===== src/rtl/csr_shadow_pkg.sv =====
// Shared types and helpers for the shadow/active CSR bank.
package csr_shadow_pkg;

  typedef enum logic {
    IDLE   = 1'b0,
    COMMIT = 1'b1
  } state_e;

  // Widest word the strobe helper handles; callers zero-extend and truncate.
  localparam int MAX_W    = 256;
  localparam int MAX_STRB = MAX_W / 8;

  function automatic logic [MAX_W-1:0] strb_apply(input logic [MAX_W-1:0]    old_w,
                                                  input logic [MAX_W-1:0]    new_w,
                                                  input logic [MAX_STRB-1:0] strb);
    logic [MAX_W-1:0] res;
    res = old_w;
    for (int i = 0; i < MAX_STRB; i++) begin
      if (strb[i]) res[i*8 +: 8] = new_w[i*8 +: 8];
    end
    return res;
  endfunction

endpackage


===== src/rtl/csr_strb_merge.sv =====
// Byte-strobe merge of a new word into an old word.
module csr_strb_merge
  import csr_shadow_pkg::*;
#(
  parameter int WIDTH  = 32,
  parameter int STRB_W = WIDTH / 8
) (
  input  logic [WIDTH-1:0]  old_word,
  input  logic [WIDTH-1:0]  new_word,
  input  logic [STRB_W-1:0] strb,
  output logic [WIDTH-1:0]  merged
);

  assign merged = WIDTH'(strb_apply(MAX_W'(old_word), MAX_W'(new_word), MAX_STRB'(strb)));

endmodule


===== src/rtl/csr_shadow_bank.sv =====
// Shadow/active CSR bank: byte-strobed writes to shadow, commit copies
// shadow -> active one register per cycle, reads return the active copy.
module csr_shadow_bank
  import csr_shadow_pkg::*;
#(
  parameter int               WIDTH     = 32,
  parameter int               DEPTH     = 4,
  parameter logic [WIDTH-1:0] RESET_VAL = 'hABCD,
  localparam int              ADDR_W    = $clog2(DEPTH)
) (
  input  logic              clk,
  input  logic              rst_n,
  input  logic              wr_valid,
  output logic              wr_ready,
  input  logic [ADDR_W-1:0] wr_addr,
  input  logic [WIDTH-1:0]  wr_data,
  input  logic [WIDTH/8-1:0] wr_strb,
  input  logic              rd_valid,
  input  logic [ADDR_W-1:0] rd_addr,
  output logic              rd_data_valid,
  output logic [WIDTH-1:0]  rd_data,
  input  logic              commit,
  input  logic [DEPTH-1:0]  lock_set,
  output logic [DEPTH-1:0]  locked,
  output logic              busy,
  output logic              err
);

  localparam int                STRB_W   = $bits(wr_data) / 8;
  localparam logic [ADDR_W-1:0] LAST_IDX = ADDR_W'(DEPTH - 1);

  state_e                        state_q, state_d;
  logic [ADDR_W-1:0]             idx_q;
  logic [DEPTH-1:0][WIDTH-1:0]   shadow_q, active_q;
  logic [WIDTH-1:0]              merged;
  logic                          wr_acc, wr_in_rng, wr_bad, rd_in_rng;

  assign wr_ready  = (state_q == IDLE);
  assign busy      = (state_q == COMMIT);
  assign wr_acc    = wr_valid && wr_ready;
  assign wr_in_rng = 32'(wr_addr) < DEPTH;
  assign rd_in_rng = 32'(rd_addr) < DEPTH;
  // Range is checked first so an out-of-range address never looks at locked.
  assign wr_bad    = wr_acc && (!wr_in_rng || locked[wr_addr]);

  csr_strb_merge #(
    .WIDTH  (WIDTH),
    .STRB_W (STRB_W)
  ) u_merge (
    .old_word (shadow_q[wr_addr]),
    .new_word (wr_data),
    .strb     (wr_strb),
    .merged   (merged)
  );

  always_comb begin
    state_d = state_q;
    case (state_q)
      IDLE:   if (commit) state_d = COMMIT;
      COMMIT: if (idx_q == LAST_IDX) state_d = IDLE;
    endcase
  end

  always_ff @(posedge clk) begin
    if (!rst_n) begin
      state_q       <= IDLE;
      idx_q         <= '0;
      locked        <= '0;
      err           <= 1'b0;
      rd_data_valid <= 1'b0;
      rd_data       <= '0;
      shadow_q      <= {DEPTH{RESET_VAL}};
      active_q      <= {DEPTH{RESET_VAL}};
    end else begin
      state_q       <= state_d;
      locked        <= locked | lock_set;
      err           <= wr_bad || (rd_valid && !rd_in_rng);
      rd_data_valid <= rd_valid;
      // Read samples active before this edge's copy lands.
      if (rd_valid) rd_data <= rd_in_rng ? active_q[rd_addr] : '0;
      if (wr_acc && !wr_bad) shadow_q[wr_addr] <= merged;
      if (busy) begin
        active_q[idx_q] <= shadow_q[idx_q];
        idx_q           <= (idx_q == LAST_IDX) ? '0 : idx_q + 1'b1;
      end
    end
  end

endmodule

===== config.mk =====
export PLATFORM = sky130hd
export DESIGN_NAME = csr_shadow_bank
export DESIGN_NICKNAME = d
export VERILOG_FILES = /design/src/rtl/csr_shadow_pkg.sv /design/src/rtl/csr_strb_merge.sv /design/src/rtl/csr_shadow_bank.sv
export SDC_FILE = /design/constraint.sdc
export NUM_CORES = 1
export LEC_CHECK = 0
export BUFFER_PORTS_ARGS = -buffer_cell sky130_fd_sc_hd__buf_4
export CORE_ASPECT_RATIO = 1.2
export CORE_UTILIZATION = 35
export CTS_CLUSTER_SIZE = 20
export DETAILED_ROUTE_END_ITERATION = 10
export PLACE_DENSITY = 0.58
export SETUP_SLACK_MARGIN = 0.3
export SYNTH_ARGS = -nofsm -noshare
export SYNTH_HDL_FRONTEND = slang
export SYNTH_HIERARCHICAL = 1
export SYNTH_SLANG_ARGS = --single-unit

===== constraint.sdc =====
create_clock -name clk -period 2.43 [get_ports clk]
set_input_delay 0 -clock clk [delete_from_list [all_inputs] [get_ports clk]]
set_output_delay 0 -clock clk [all_outputs]
set_load 0.01 [all_outputs]

After elaboration in Yosys (flattened, before gate mapping)
Index checks and enable logic that the tools add are counted.

Output and inout bits: 40. Bits in registers: 297. Input port bits: 49. Word-level logic and storage cells: 51.

$lt $le $gt $ge: 5. Reduce and logical (&&, ||, !) cells: 6. Equality and inequality tests: 1. Add/sub/neg operators: 1. Multiplexer cells: 22. Bitwise operators: 2.

Operator list (count): $bwmux W128 (2); $bmux W32 S2 (3); $mux W32 (5); $demux W32 S2 (2); $mux W8 (4); $lt A2 B3 Y1 const B (3); $logic_and A1 B1 Y1 (5); $ge A2 B1 Y1 const B (2); $or A4 B4 Y4 (1); $mux W1 (3); $add A2 B1 Y2 const B (1); $bmux W1 S2 (1); $eq A2 B2 Y1 const B (1); $mux W2 (1); $pmux W1 S2 (1); $logic_not A1 Y1 (1); $not A1 Y1 (1).

Longest topological paths before layout
Depth after elaboration: 5. Gate-level depth with buffers: 10. Depth with buffers taken out: 5.

Modules after synthesis
The synthesis kept the hierarchy.

By module, submodules not included: csr_shadow_bank (cells an instance 1267, seq. area each 5945.7 um^2, area an instance 13279.0 um^2, instances 1); csr_strb_merge (cells an instance 36, seq. area each 0.0 um^2, area an instance 525.5 um^2, instances 1).

Least setup slack after synthesis
OpenSTA, ideal clock, no wires.

Path type: register to register. Start point: register idx_q[0]. End point: register active_q[30] (netlist bit). Cell stages (with the launch flop): 11. Buffers on the path: 5. Arrival time: 2.006 ns. Slack: 0.283 ns. Required time: 2.289 ns. Library setup time: 0.141 ns. Clock period less this slack: 2.147 ns. Path through: dfxtp_1 > buf_2 > buf_6 > buf_6 > buf_4 > inv_1 > ha_1 > and2_1 > nand3_1 > clkbuf_1 > o221ai_1.

Cells in the longest elaborated chain, start to end: 5. Elaborated cells between the ends (all ways): 8. Classes of those cells: 2 x order compare; 5 x mux; 1 x reduce/logical.

Ends and longest elaborated chain: from (decl) (RTL line csr_shadow_bank.sv:33) `logic [ADDR_W-1:0] idx_q;`; from (signal assigned) (RTL line csr_shadow_bank.sv:84) `idx_q <= (idx_q == LAST_IDX) ? '0 : idx_q + 1'b1;`; $lt A2 B3 Y1 (not written as such) or $ge A2 B1 Y1 (tied branches) (RTL line csr_shadow_bank.sv:83) `active_q[idx_q] <= shadow_q[idx_q];`; $logic_and A1 B1 Y1 (not written as such) (RTL line csr_shadow_bank.sv:83); $mux W32 (not written as such) (RTL line csr_shadow_bank.sv:83); $demux W32 S2 (RTL line csr_shadow_bank.sv:83); $bwmux W128 * (RTL line csr_shadow_bank.sv:83); to (signal assigned) (RTL line csr_shadow_bank.sv:73) `active_q <= {DEPTH{RESET_VAL}};`; to (signal, indexed assignment) (RTL line csr_shadow_bank.sv:83); to (decl) (RTL line csr_shadow_bank.sv:34) `logic [DEPTH-1:0][WIDTH-1:0] shadow_q, active_q;`.

Mark *: on every way between the ends. The rest lies on a longest branch, timed or not. The select of a mux whose other input is x is not followed. A chain may end at the register's enable or synchronous reset.

Worst setup path after layout
Start point: register idx_q[1]. End point: register active_q[61] (netlist bit).

Same word-level chain as after synthesis.

==> metrics.csv <==
stage,metric,value,unit
run_status,outcome,finished clean,
floorplanning,Core ar.,38800,um2
global_routing,remaining global-route overflow,0,
clock_tree,setup bufs post-CTS,0,
route,drc violations,0,
setup_path,crit path DAT,2.14,ns
timing,"Min Clock Period, post-route",1.78,ns
route,top layer used by detailed routing,met4,
synthesis,syn avg cell area,10.6,um2
synthesis,part of the Yosys area used for sequential elements,0.431,
layout,fin nets,1437,
timing,final worst path period share,0.733,
hold_path,HP Class,in -> reg,
place,hpwl dp,24500,um
setup_path,crit path kind,reg -> reg,
timing,hold_ws,0.0310,ns
clock_tree,Root Buffer,clkbuf_16,
timing,pins over their slew limit,0,
place,port bufs,88,
layout,fill cell count,3760,
clock_tree,H-tree Lvls,2,
floorplanning,row count,79,
timing,Layout Skew,0.0246,ns
clock_tree,clock sink count,297,
route,WL final,40100,um
hold_path,hold path depth,2,
clock_tree,Clock transition at path regs,0.06,ns
route,met1 wire length,17100,um
synthesis,post-synth cell types,32,
timing,Rel. slew slack,0.476,
flow_run,max cap viols,0,
route,Avg Vias per Cell,5.49,
setup_path,Crit. End Element,flop,
layout,P&R area growth vs syn,18.8,%
route,metal3 WL,1620,um
floorplanning,die height,220,um
route,final antenna-violating net count,0,
floorplanning,Initial Util,0.355,
timing,Setup-failing EPs final,0,
clock_tree,clk buf depth,3,
setup_path,Crit path required time,2.79,ns
global_routing,first-pass GRT wire length,62000,um
floorplanning,Die Wd,183,um
synthesis,Post-Syn Nets,1356,
clock_tree,cts bufs inserted,34,
global_routing,antenna violations before repair,0,
route,Via Count,10600,
clock_tree,Post-CTS Resized,0,
route,drt wl/cell,20.8,um
global_routing,largest net degree at the start of global routing,101,
layout,ant diodes,0,
place,RD Place Congestion,0.791,
route,metal2 WL,20300,um
synthesis,gate count of the mapped netlist,1303,
pwr,Max rail drop VDD,0.000454,V
global_routing,gr usage total,0.198,
pwr,leakage,6.57,nW
layout,multi-input logic area,7270,um2
pwr,PD cells,672,nW/um2
clock_tree,CTS tree,yes,
layout,share of cells above drive strength 1,0.191,
route,First DRT Iteration DRCs,773,
floorplanning,io pins,89,
setup_path,kind of start point of the critical path,flop,
setup_path,crit path max fanout,22,
synthesis,Synth Register Bits,297,
floorplanning,die area,40200,um2
setup_path,Reg2Reg Depth,6,
layout,Sequential Area,5950,um2
timing,final setup TNS,0,ns
route,First-pass DRT Iterations,5,
setup_path,reg2reg setup slack,0.65,ns
synthesis,YS warnings,6,
timing,Achievable Freq,562,MHz
clock_tree,"Clk Latency, worst-skew pair",0.53,ns
timing,Final Hold Fails,0,
global_routing,vias in the first global route,10500,
timing,RSZ-0062 raised after global routing,false,
synthesis,Syn Std Cell Area,13800,um2
timing,slew of the pin with the lowest slew margin,0.787,ns
==> routing by layer <==
layer,vias up,GRT usage
li1,4980,-
met1,5280,0.252
met2,274,0.349
met3,65,0.0240
met4,0,0.0606
met5,-,0
==> state kept, by name, summed over array words and instances (netlist names) <==
signal,count
rd_data_valid,1
locked,4
active_q,128
rd_data,32
shadow_q,128
idx_q,2
err,1
busy,1
==> worst paths after layout <==
| kind | startpoint | endpoint |
|---|---|---|
| worst max register to register | idx_q[1] | active_q[61] |
| worst max-delay path | idx_q[1] | active_q[61] |
| worst min register to register | active_q[110] | active_q[110] |
| worst min-delay path | rst_n | active_q[35] |
==> cells in the final DEF, fill, tap and decap left out, types with 2 or more instances in the layout <==
master	n
o21a_1	4
dfxtp_1	296
mux4_2	43
inv_1	3
nand3b_1	33
ha_1	4
buf_4	114
inv_6	2
nor2b_1	52
clkbuf_8	6
mux2_2	10
nand3_1	101
clkinvlp_4	2
nor2_1	4
nand2_1	198
clkinv_2	4
clkbuf_16	34
mux2i_1	247
and2_1	4
buf_12	10
dlygate4sd3_1	39
o22ai_1	10
nand4b_1	2
mux2_4	32
o221ai_1	120
a21oi_1	10
clkbuf_1	8
==> cells in the mapped netlist, drive strengths merged <==
cell type,count,share of area
mux2i,247,0.18
nor2b,53,0.025
xnor2,1,0.00063
nand2,198,0.054
nand3,102,0.037
o221ai,120,0.076
ha,4,0.0036
dfxtp,297,0.43
and3,1,0.00045
inv,3,0.00082
mux4,43,0.070
a21oi,10,0.0036
nand4b,2,0.0013
nand4,1,0.00045
nor2,5,0.0015
a21bo,1,0.00073
nand3b,33,0.018
buf,66,0.028
and2,4,0.0018
mux2,42,0.043
nor4b,1,0.0017
o22ai,10,0.0045
o21a,4,0.0022
clkbuf,53,0.014
a21boi,1,0.00054
nand4bb,1,0.00082
==> logic make-up (layout without fill, tap and decap cells) <==
logic type               after synthesis  count (layout)  synth area share
XOR/XNOR                               1               1          0.000635
buffers and inverters                122             225            0.0437
AO/OA/AOI/OAI                        146             146            0.0877
flip-flops                           297             297             0.431
multiplexers                         332             332             0.292
adder cells (fa/ha/maj)                4               4           0.00363
AND/OR/NAND/NOR                      401             401             0.141
==> critical path, cell delays in order, from the launching register on <==
cell,delay [ns]
dfxtp_1,0.53
inv_1,0.15
ha_1,0.21
and2_1,0.18
nand2_1,0.07
buf_4,0.32
o221ai_1,0.16
==> cell type report <==
type,instances,area share
clock inverters,11,0.00656
repair buffers,164,0.0890
well taps,526,0.0401
inverters,3,0.000686
flip-flops and latches,297,0.363
multi-input cells,884,0.443
clock buffers,47,0.0579
==> repair_timing <==
action | in CTS | in global routing
hold buffers | 39 | 0
setup endpoints to repair | 0 | 0
endpoints found under the hold margin | 133 | 0
==> through the flow <==
stage	cell area, um2	std cells	power [mW]	util	setup slack [ns]
2_1_floorplan	13800	1303	5.82	-	0.287
3_3_place_gp	15000	1835	6.14	0.385	0.406
3_5_place_dp	15000	1835	6.15	0.385	0.367
4_1_cts	16400	1932	11.1	0.422	0.617
5_1_grt	16400	1932	11.4	0.422	0.551
6_report	16400	1932	11.0	0.422	0.649
==> power by group <==
group          leakage (nW)  internal (mW)  total [mW]  switching (mW)
logic                  3.65          0.477        1.06           0.580
clock network         0.515           2.85        4.93            2.08
registers              2.41           4.96        5.04          0.0734
total                  6.57           8.29        11.0            2.73
No activity file was read; power rests on OpenSTA's default activity.
